==> config.mk <==
export PLATFORM = sky130hd
export DESIGN_NAME = sc_reg_backg_bank
export DESIGN_NICKNAME = d
export VERILOG_FILES = /design/src/rtl/sc_reg_backg_bank.sv
export SDC_FILE = /design/constraint.sdc
export NUM_CORES = 1
export LEC_CHECK = 0
export ABC_AREA = 1
export CAP_MARGIN = 20
export CORE_ASPECT_RATIO = 1.1
export CORE_MARGIN = 10
export CORE_UTILIZATION = 55
export DETAILED_ROUTE_END_ITERATION = 8
export PLACE_DENSITY_LB_ADDON = 0.3
export SLEW_MARGIN = 20
export SYNTH_ARGS = -nofsm -noshare
export SYNTH_HDL_FRONTEND = slang
export SYNTH_SLANG_ARGS = --single-unit
==> constraint.sdc <==
create_clock -name SC_RegBACKGBANK_CLOCK_50 -period 3.3 [get_ports SC_RegBACKGBANK_CLOCK_50]
set_input_delay 0.66 -clock SC_RegBACKGBANK_CLOCK_50 [delete_from_list [all_inputs] [get_ports SC_RegBACKGBANK_CLOCK_50]]
set_output_delay 0.66 -clock SC_RegBACKGBANK_CLOCK_50 [all_outputs]
set_load 0.005 [all_outputs]
==> src/rtl/sc_reg_backg_bank.sv <==
// Background-pattern register bank: ROWS rows of DATAWIDTH bits with per-row load,
// common rotation (manual or ticked) and a handshaked whole-frame transfer written one row per clock.
module sc_reg_backg_bank #(
    parameter int RegBACKGBANK_DATAWIDTH = 8,
    parameter int RegBACKGBANK_ROWS      = 4,
    parameter int RegBACKGBANK_ADDRWIDTH = 2,
    parameter int RegBACKGBANK_TICKWIDTH = 8,
    parameter logic [RegBACKGBANK_DATAWIDTH-1:0] DATA_FIXED_INITREGBACKG = '0
) (
    input  logic                                               SC_RegBACKGBANK_CLOCK_50,
    input  logic                                               SC_RegBACKGBANK_RESET_InLow,
    input  logic                                               SC_RegBACKGBANK_clear_InLow,
    input  logic                                               SC_RegBACKGBANK_load_InLow,
    input  logic [RegBACKGBANK_ADDRWIDTH-1:0]                  SC_RegBACKGBANK_addr_InBUS,
    input  logic [RegBACKGBANK_DATAWIDTH-1:0]                  SC_RegBACKGBANK_data_InBUS,
    input  logic [1:0]                                         SC_RegBACKGBANK_shiftselection_In,
    input  logic                                               SC_RegBACKGBANK_autoshift_In,
    input  logic [RegBACKGBANK_TICKWIDTH-1:0]                  SC_RegBACKGBANK_period_InBUS,
    input  logic                                               SC_RegBACKGBANK_transvalid_In,
    output logic                                               SC_RegBACKGBANK_transready_Out,
    input  logic [RegBACKGBANK_ROWS*RegBACKGBANK_DATAWIDTH-1:0] SC_RegBACKGBANK_transDATA_InBUS,
    output logic                                               SC_RegBACKGBANK_transdone_Out,
    output logic                                               SC_RegBACKGBANK_tick_Out,
    output logic [RegBACKGBANK_ROWS*RegBACKGBANK_DATAWIDTH-1:0] SC_RegBACKGBANK_data_OutBUS,
    output logic [RegBACKGBANK_DATAWIDTH-1:0]                  SC_RegBACKGBANK_rowdata_OutBUS
);
    localparam int DW = RegBACKGBANK_DATAWIDTH;
    localparam int ROWS = RegBACKGBANK_ROWS;
    localparam int AW = RegBACKGBANK_ADDRWIDTH;
    localparam int TW = RegBACKGBANK_TICKWIDTH;

    typedef enum logic [1:0] {ST_IDLE, ST_LOAD, ST_DONE} state_t;

    state_t                     r_state, w_state_next;
    logic [ROWS-1:0][DW-1:0]    r_rows, w_rows_next;
    logic [ROWS-1:0][DW-1:0]    r_frame, w_frame_next;
    logic [ROWS-1:0][DW-1:0]    w_rows_rotl, w_rows_rotr;
    logic [AW-1:0]              r_idx, w_idx_next;
    logic [TW-1:0]              r_count, w_count_next;
    logic [TW-1:0]              w_period_m1;
    logic                       w_clear, w_addr_ok, w_load, w_rot_sel, w_shift, w_tick;

    assign w_clear     = ~SC_RegBACKGBANK_clear_InLow;
    assign w_addr_ok   = (32'(SC_RegBACKGBANK_addr_InBUS) < ROWS);
    assign w_load      = ~SC_RegBACKGBANK_load_InLow & w_addr_ok;
    assign w_rot_sel   = (SC_RegBACKGBANK_shiftselection_In == 2'b01) ||
                         (SC_RegBACKGBANK_shiftselection_In == 2'b10);
    // A period of 0 behaves like 1, so the wrap threshold never underflows.
    assign w_period_m1 = (SC_RegBACKGBANK_period_InBUS == '0) ? '0
                                                               : SC_RegBACKGBANK_period_InBUS - TW'(1);

    genvar gi;
    generate
        for (gi = 0; gi < ROWS; gi++) begin : g_rot
            assign w_rows_rotl[gi] = {r_rows[gi][DW-2:0], r_rows[gi][DW-1]};
            assign w_rows_rotr[gi] = {r_rows[gi][0], r_rows[gi][DW-1:1]};
        end
    endgenerate

    always_comb begin
        w_state_next = r_state;
        w_rows_next  = r_rows;
        w_frame_next = r_frame;
        w_idx_next   = r_idx;
        w_count_next = r_count;
        w_shift      = 1'b0;
        w_tick       = 1'b0;
        case (r_state)
            ST_IDLE: begin
                if (w_clear) begin
                    w_rows_next  = {ROWS{DATA_FIXED_INITREGBACKG}};
                    w_count_next = '0;
                end else if (SC_RegBACKGBANK_transvalid_In) begin
                    w_state_next = ST_LOAD;
                    w_frame_next = SC_RegBACKGBANK_transDATA_InBUS;
                    w_idx_next   = '0;
                    w_count_next = '0;
                end else if (w_load) begin
                    w_rows_next[SC_RegBACKGBANK_addr_InBUS] = SC_RegBACKGBANK_data_InBUS;
                end else if (w_rot_sel) begin
                    if (!SC_RegBACKGBANK_autoshift_In) begin
                        w_shift      = 1'b1;
                        w_count_next = '0;
                    end else if (r_count >= w_period_m1) begin
                        // ">=" lets a period shortened below the count wrap at once.
                        w_shift      = 1'b1;
                        w_tick       = 1'b1;
                        w_count_next = '0;
                    end else begin
                        w_count_next = r_count + TW'(1);
                    end
                end else begin
                    w_count_next = '0;
                end
                if (w_shift) begin
                    w_rows_next = (SC_RegBACKGBANK_shiftselection_In == 2'b01) ? w_rows_rotl
                                                                               : w_rows_rotr;
                end
            end
            ST_LOAD: begin
                w_count_next = '0;
                if (w_clear) begin
                    w_rows_next  = {ROWS{DATA_FIXED_INITREGBACKG}};
                    w_state_next = ST_IDLE;
                end else begin
                    w_rows_next[r_idx] = r_frame[r_idx];
                    if (r_idx == AW'(ROWS - 1)) begin
                        w_state_next = ST_DONE;
                    end else begin
                        w_idx_next = r_idx + AW'(1);
                    end
                end
            end
            ST_DONE: begin
                w_count_next = '0;
                w_state_next = ST_IDLE;
                if (w_clear) begin
                    w_rows_next = {ROWS{DATA_FIXED_INITREGBACKG}};
                end
            end
            default: begin
                w_state_next = ST_IDLE;
            end
        endcase
    end

    always_ff @(posedge SC_RegBACKGBANK_CLOCK_50 or negedge SC_RegBACKGBANK_RESET_InLow) begin
        if (!SC_RegBACKGBANK_RESET_InLow) begin
            r_state <= ST_IDLE;
            r_rows  <= '0;
            r_frame <= '0;
            r_idx   <= '0;
            r_count <= '0;
        end else begin
            r_state <= w_state_next;
            r_rows  <= w_rows_next;
            r_frame <= w_frame_next;
            r_idx   <= w_idx_next;
            r_count <= w_count_next;
        end
    end

    assign SC_RegBACKGBANK_transready_Out = (r_state == ST_IDLE);
    // A clear during the completion cycle aborts the transfer, so no done pulse.
    assign SC_RegBACKGBANK_transdone_Out  = (r_state == ST_DONE) && !w_clear;
    assign SC_RegBACKGBANK_tick_Out       = w_tick;
    assign SC_RegBACKGBANK_data_OutBUS    = r_rows;
    assign SC_RegBACKGBANK_rowdata_OutBUS = w_addr_ok ? r_rows[SC_RegBACKGBANK_addr_InBUS] : '0;

endmodule
==> run_summary.xml <==
<?xml version="1.0" encoding="UTF-8"?>
<metrics>
  <group name="run_status">
    <metric name="outcome" unit="">completed</metric>
  </group>
  <group name="synth">
    <metric name="dominant_combinational_cell_family_by_area_after_synthesis" unit="">simple AND/OR/NAND/NOR gates</metric>
    <metric name="synthAdderAreaFrac" unit="%">4.33</metric>
    <metric name="synth_flop_type" unit="">sky130_fd_sc_hd__dfrtp_1</metric>
    <metric name="synth_xor_area_share" unit="%">0.910</metric>
    <metric name="yosys_register_bits" unit="">76</metric>
    <metric name="yosysTopAreaCellShare" unit="%">32.9</metric>
    <metric name="synth_net_count" unit="">928</metric>
    <metric name="synth_compound_area_share" unit="%">18.1</metric>
    <metric name="cell_area_after_synthesis" unit="sq um">5770</metric>
    <metric name="post-synth-top-area-cell" unit="">sky130_fd_sc_hd__dfrtp_1</metric>
    <metric name="synth_warnings" unit="">0</metric>
    <metric name="synth-edff-count" unit="">0</metric>
    <metric name="synth_async_sr_flop_share" unit="%">100</metric>
    <metric name="postSynthCellCount" unit="">850</metric>
    <metric name="synth_mux_area_share" unit="%">6.41</metric>
    <metric name="synthesis.area_per_instance" unit="sq um">6.79</metric>
    <metric name="post_synth_main_area_contributors" unit="">sky130_fd_sc_hd__dfrtp_1 (33%), sky130_fd_sc_hd__nand2_1 (19%), sky130_fd_sc_hd__a21oi_1 (7.4%), sky130_fd_sc_hd__nand3_1 (6.2%), sky130_fd_sc_hd__mux2_2 (6.2%)</metric>
    <metric name="synth.distinct_cells" unit="">35</metric>
    <metric name="sequential_element_share_of_the_synthesized_area" unit="%">32.9</metric>
    <metric name="post_synth_and_or_nand_nor_area_fraction" unit="%">29.1</metric>
  </group>
  <group name="floorplan">
    <metric name="floorplan.die_area" unit="sq um">15000</metric>
    <metric name="initial_core_util" unit="%">55.8</metric>
    <metric name="die_height" unit="um">127</metric>
    <metric name="placement_rows" unit="">39</metric>
    <metric name="die_x" unit="um">118</metric>
    <metric name="placeableCoreArea" unit="sq um">10300</metric>
    <metric name="pin_count" unit="">101</metric>
  </group>
  <group name="timing">
    <metric name="hold_viol_final" unit="">0</metric>
    <metric name="fin_clk_skew" unit="ns">0.00560</metric>
    <metric name="final.setup.worst_slack" unit="ns">0.156</metric>
    <metric name="achievable_freq" unit="MHz">318</metric>
    <metric name="setup_total_negative_slack" unit="ns">0</metric>
    <metric name="worst_slew_pin_slew" unit="ns">0.972</metric>
    <metric name="final.period_utilization" unit="%">95.3</metric>
    <metric name="rsz0062_at_grt" unit="">false</metric>
    <metric name="min_period" unit="ns">3.14</metric>
    <metric name="finalMaxSlewViolations" unit="">0</metric>
    <metric name="setup_violations" unit="">0</metric>
    <metric name="normalized_max_slew_margin" unit="%">35.2</metric>
  </group>
  <group name="clock_network">
    <metric name="cts.sinks" unit="">76</metric>
    <metric name="cts_buffers" unit="">9</metric>
    <metric name="worstSkewPairLatency" unit="ns">0.34</metric>
    <metric name="clock_tree.root_cell" unit="">sky130_fd_sc_hd__clkbuf_16</metric>
    <metric name="cts-root-to-sink-buffers" unit="">2</metric>
    <metric name="cts_tree" unit="">built</metric>
    <metric name="cts_htree_levels" unit="">3</metric>
    <metric name="worst_setup_hold_path_clk_slew" unit="ns">0.06</metric>
  </group>
  <group name="worst_setup_path">
    <metric name="cpPeakStageDelay" unit="ns">0.55</metric>
    <metric name="crit_end" unit="">SC_RegBACKGBANK_tick_Out</metric>
    <metric name="worstSetupPathType" unit="">input port to output port</metric>
    <metric name="worst-path-stages" unit="">12</metric>
    <metric name="critical_path_buf_inv_count" unit="">3</metric>
    <metric name="crit_path_start_kind" unit="">input port</metric>
    <metric name="signal_arrival_time_at_the_worst_endpoint" unit="ns">2.48</metric>
    <metric name="worst_setup_path_startpoint" unit="">SC_RegBACKGBANK_period_InBUS[6]</metric>
    <metric name="critical-path-top-delay-family" unit="">buffers and inverters</metric>
    <metric name="setup_slack_of_the_worst_register_to_register_path" unit="ns">1.12</metric>
    <metric name="critical_path_required" unit="ns">2.64</metric>
    <metric name="cp-end-kind" unit="">output port</metric>
    <metric name="worst_r2r_end" unit="">SC_RegBACKGBANK_data_OutBUS[12]</metric>
    <metric name="crit_path_max_fanout" unit="">3</metric>
    <metric name="timing.rr.start" unit="">r_count[3]</metric>
    <metric name="critical_path.cell_chain" unit="">clkdlybuf4s50_1 -&gt; nor3_4 -&gt; buf_4 -&gt; or2_4 -&gt; ha_4 -&gt; nand2_1 -&gt; nor2_1 -&gt; nor2_1 -&gt; nand2_1 -&gt; nand2_2 -&gt; a21oi_2 -&gt; buf_2</metric>
    <metric name="ff2ff_path_depth" unit="">15</metric>
    <metric name="critical-path-slowest-cell" unit="">sky130_fd_sc_hd__clkdlybuf4s50_1</metric>
  </group>
  <group name="pwr">
    <metric name="pwr_density_cell" unit="nW/um^2">785</metric>
    <metric name="power.clock.fraction" unit="%">18.1</metric>
    <metric name="power.share.combinational" unit="%">53.0</metric>
    <metric name="p_sw_share" unit="%">44.9</metric>
    <metric name="power_switching" unit="uW">2620</metric>
    <metric name="seq_power_share" unit="%">28.9</metric>
    <metric name="lkg_pwr" unit="uW">0.00353</metric>
    <metric name="peakVddDrop" unit="uV">657</metric>
    <metric name="cellInternalPower" unit="uW">3230</metric>
  </group>
  <group name="cells_and_area">
    <metric name="most-common-layout-cells" unit="">sky130_fd_sc_hd__nand2_1 (293), sky130_fd_sc_hd__clkdlybuf4s50_1 (92), sky130_fd_sc_hd__a21oi_1 (83)</metric>
    <metric name="most_common_library_cell_in_the_layout_ignoring_fill_and_taps" unit="">sky130_fd_sc_hd__nand2_1</metric>
    <metric name="area_growth_syn_to_layout" unit="%">29.0</metric>
    <metric name="nets" unit="">1024</metric>
    <metric name="ant_diodes" unit="">0</metric>
    <metric name="drive_above_1_share" unit="%">11.7</metric>
    <metric name="final_cell_area" unit="sq um">7450</metric>
    <metric name="layout.filler_cells" unit="">879</metric>
  </group>
  <group name="global_routing">
    <metric name="gr-usage-all-layers" unit="%">23.8</metric>
    <metric name="overflow" unit="">0</metric>
    <metric name="grt_pass1_wl" unit="um">29900</metric>
    <metric name="grt_pass1_vias" unit="">6131</metric>
    <metric name="grt_start_max_net_pins" unit="">77</metric>
    <metric name="antenna_found_initial" unit="">0</metric>
  </group>
  <group name="detailed_routing">
    <metric name="drc" unit="">0</metric>
    <metric name="drt_iter0_markers" unit="">841</metric>
    <metric name="via_per_inst" unit="">5.79</metric>
    <metric name="final_antenna_net_count" unit="">0</metric>
    <metric name="vias" unit="">6334</metric>
    <metric name="dr.pass1.iters" unit="">6</metric>
    <metric name="detail_route.wl_per_cell" unit="um">17.0</metric>
    <metric name="totalWireLength" unit="um">18500</metric>
  </group>
  <group name="job">
    <metric name="drv.max_cap_violation_count" unit="">0</metric>
  </group>
  <group name="placement">
    <metric name="port_buffers" unit="">100</metric>
    <metric name="hpwl" unit="um">12800</metric>
    <metric name="placement.cell_area" unit="sq um">7060</metric>
    <metric name="place.gp.congestion" unit="">0.940</metric>
    <metric name="dpl_worst_slack" unit="ns">-0.660</metric>
  </group>
  <group name="min_path">
    <metric name="hold_class" unit="">input port to async pin</metric>
  </group>
</metrics>
-- registers in the layout, indices dropped and copies added (netlist names) --
| name | flops |
|---|---|
| r_state | 2 |
| SC_RegBACKGBANK_data_OutBUS | 32 |
| r_count | 8 |
| r_idx | 2 |
| r_frame | 32 |
-- how the worst min path moves through the flow --
stage,startpoint,endpoint,slack (ns),cells after the start
6_report,SC_RegBACKGBANK_RESET_InLow,r_count[3],0.48,1
3_3_place_gp,r_frame[12],r_frame[12],0.48,1
5_1_grt,SC_RegBACKGBANK_data_OutBUS[22],SC_RegBACKGBANK_data_OutBUS[22],0.53,2
4_1_cts,r_frame[20],r_frame[20],0.51,1
3_5_place_dp,r_frame[20],r_frame[20],0.49,1
2_1_floorplan,SC_RegBACKGBANK_RESET_InLow,SC_RegBACKGBANK_data_OutBUS[0],0.36,0
-- through the flow --
step	power (uW)	utilization, %	hold slack, ns	instances
after global placement	4640	68.3	0.482	1075
after CTS	5790	71.8	0.507	1093
after detailed placement	4710	68.3	0.492	1075
final	5850	72.0	0.477	1094
after global routing	6240	72.0	0.534	1094
after floorplan	3370	-	0.364	850
-- synth_stat cells, types with 8 or more instances --
| master | number |
|---|---|
| sky130_fd_sc_hd__buf_2 | 9 |
| sky130_fd_sc_hd__ha_1 | 20 |
| sky130_fd_sc_hd__mux2_2 | 32 |
| sky130_fd_sc_hd__a21oi_1 | 85 |
| sky130_fd_sc_hd__o221ai_1 | 8 |
| sky130_fd_sc_hd__nand2_1 | 295 |
| sky130_fd_sc_hd__a22oi_1 | 8 |
| sky130_fd_sc_hd__o21ai_0 | 61 |
| sky130_fd_sc_hd__buf_1 | 12 |
| sky130_fd_sc_hd__inv_1 | 68 |
| sky130_fd_sc_hd__nor2_1 | 31 |
| sky130_fd_sc_hd__clkbuf_1 | 23 |
| sky130_fd_sc_hd__nand3_1 | 72 |
| sky130_fd_sc_hd__dfrtp_1 | 76 |
-- layer usage --
| metal | vias up | GRT usage [%] | wire length [um] |
|---|---|---|---|
| met3 | 70 | 5.68 | 1960 |
| li1 | 3010 | - | - |
| met5 | - | 0 | 0 |
| met1 | 2879 | 28.2 | 7050 |
| met2 | 375 | 39.7 | 8850 |
| met4 | 0 | 11.9 | 674 |
-- power groups by stage --
stage	logic, uW	registers (uW)	clock network [uW]
after floorplan	1790	1590	0
after global placement	2970	1670	0
after detailed placement	3020	1690	0
after CTS	3050	1670	1060
after global routing	3380	1750	1100
final	3100	1690	1060
-- worst register-to-register path, stage by stage, from the launching register on --
cell and delay [ns]:
sky130_fd_sc_hd__dfrtp_1 0.43, sky130_fd_sc_hd__ha_1 0.32, sky130_fd_sc_hd__nand2_1 0.07, sky130_fd_sc_hd__nand2_1 0.05, sky130_fd_sc_hd__nor2_1 0.09, sky130_fd_sc_hd__nand2_1 0.06
sky130_fd_sc_hd__nand2_2 0.07, sky130_fd_sc_hd__buf_4 0.11, sky130_fd_sc_hd__nand3_1 0.12, sky130_fd_sc_hd__nand2_1 0.16, sky130_fd_sc_hd__nand2_1 0.08, sky130_fd_sc_hd__nand2_2 0.12
sky130_fd_sc_hd__inv_2 0.10, sky130_fd_sc_hd__buf_12 0.15, sky130_fd_sc_hd__nand2_1 0.08, sky130_fd_sc_hd__nand2_1 0.06
-- layout make-up --
type / instances / area [sq um] / area share, %
Tap cell: 143 / 179 / 2.40
Multi-Input combinational cell: 654 / 3460 / 46.4
Sequential cell: 76 / 1900 / 25.5
Inverter: 73 / 274 / 3.68
Clock inverter: 7 / 90.1 / 1.21
Timing Repair Buffer: 132 / 1320 / 17.7
Clock buffer: 9 / 225 / 3.02
-- what timing repair did --
item,CTS,global route
hold buffers,0,0
endpoints found under the setup margin,9,34
pin swaps,5,5
buffers inserted,2,1
resized for setup,17,14
-- kinds of logic after synthesis --
group                    after synthesis
AND/OR/NAND/NOR                      411
AO/OA/AOI/OAI                        184
buffers and inverters                120
flip-flops                            76
multiplexers                          33
adder cells (fa/ha/maj)               20
XOR/XNOR                               6
Power figures use the tool's default switching activity.
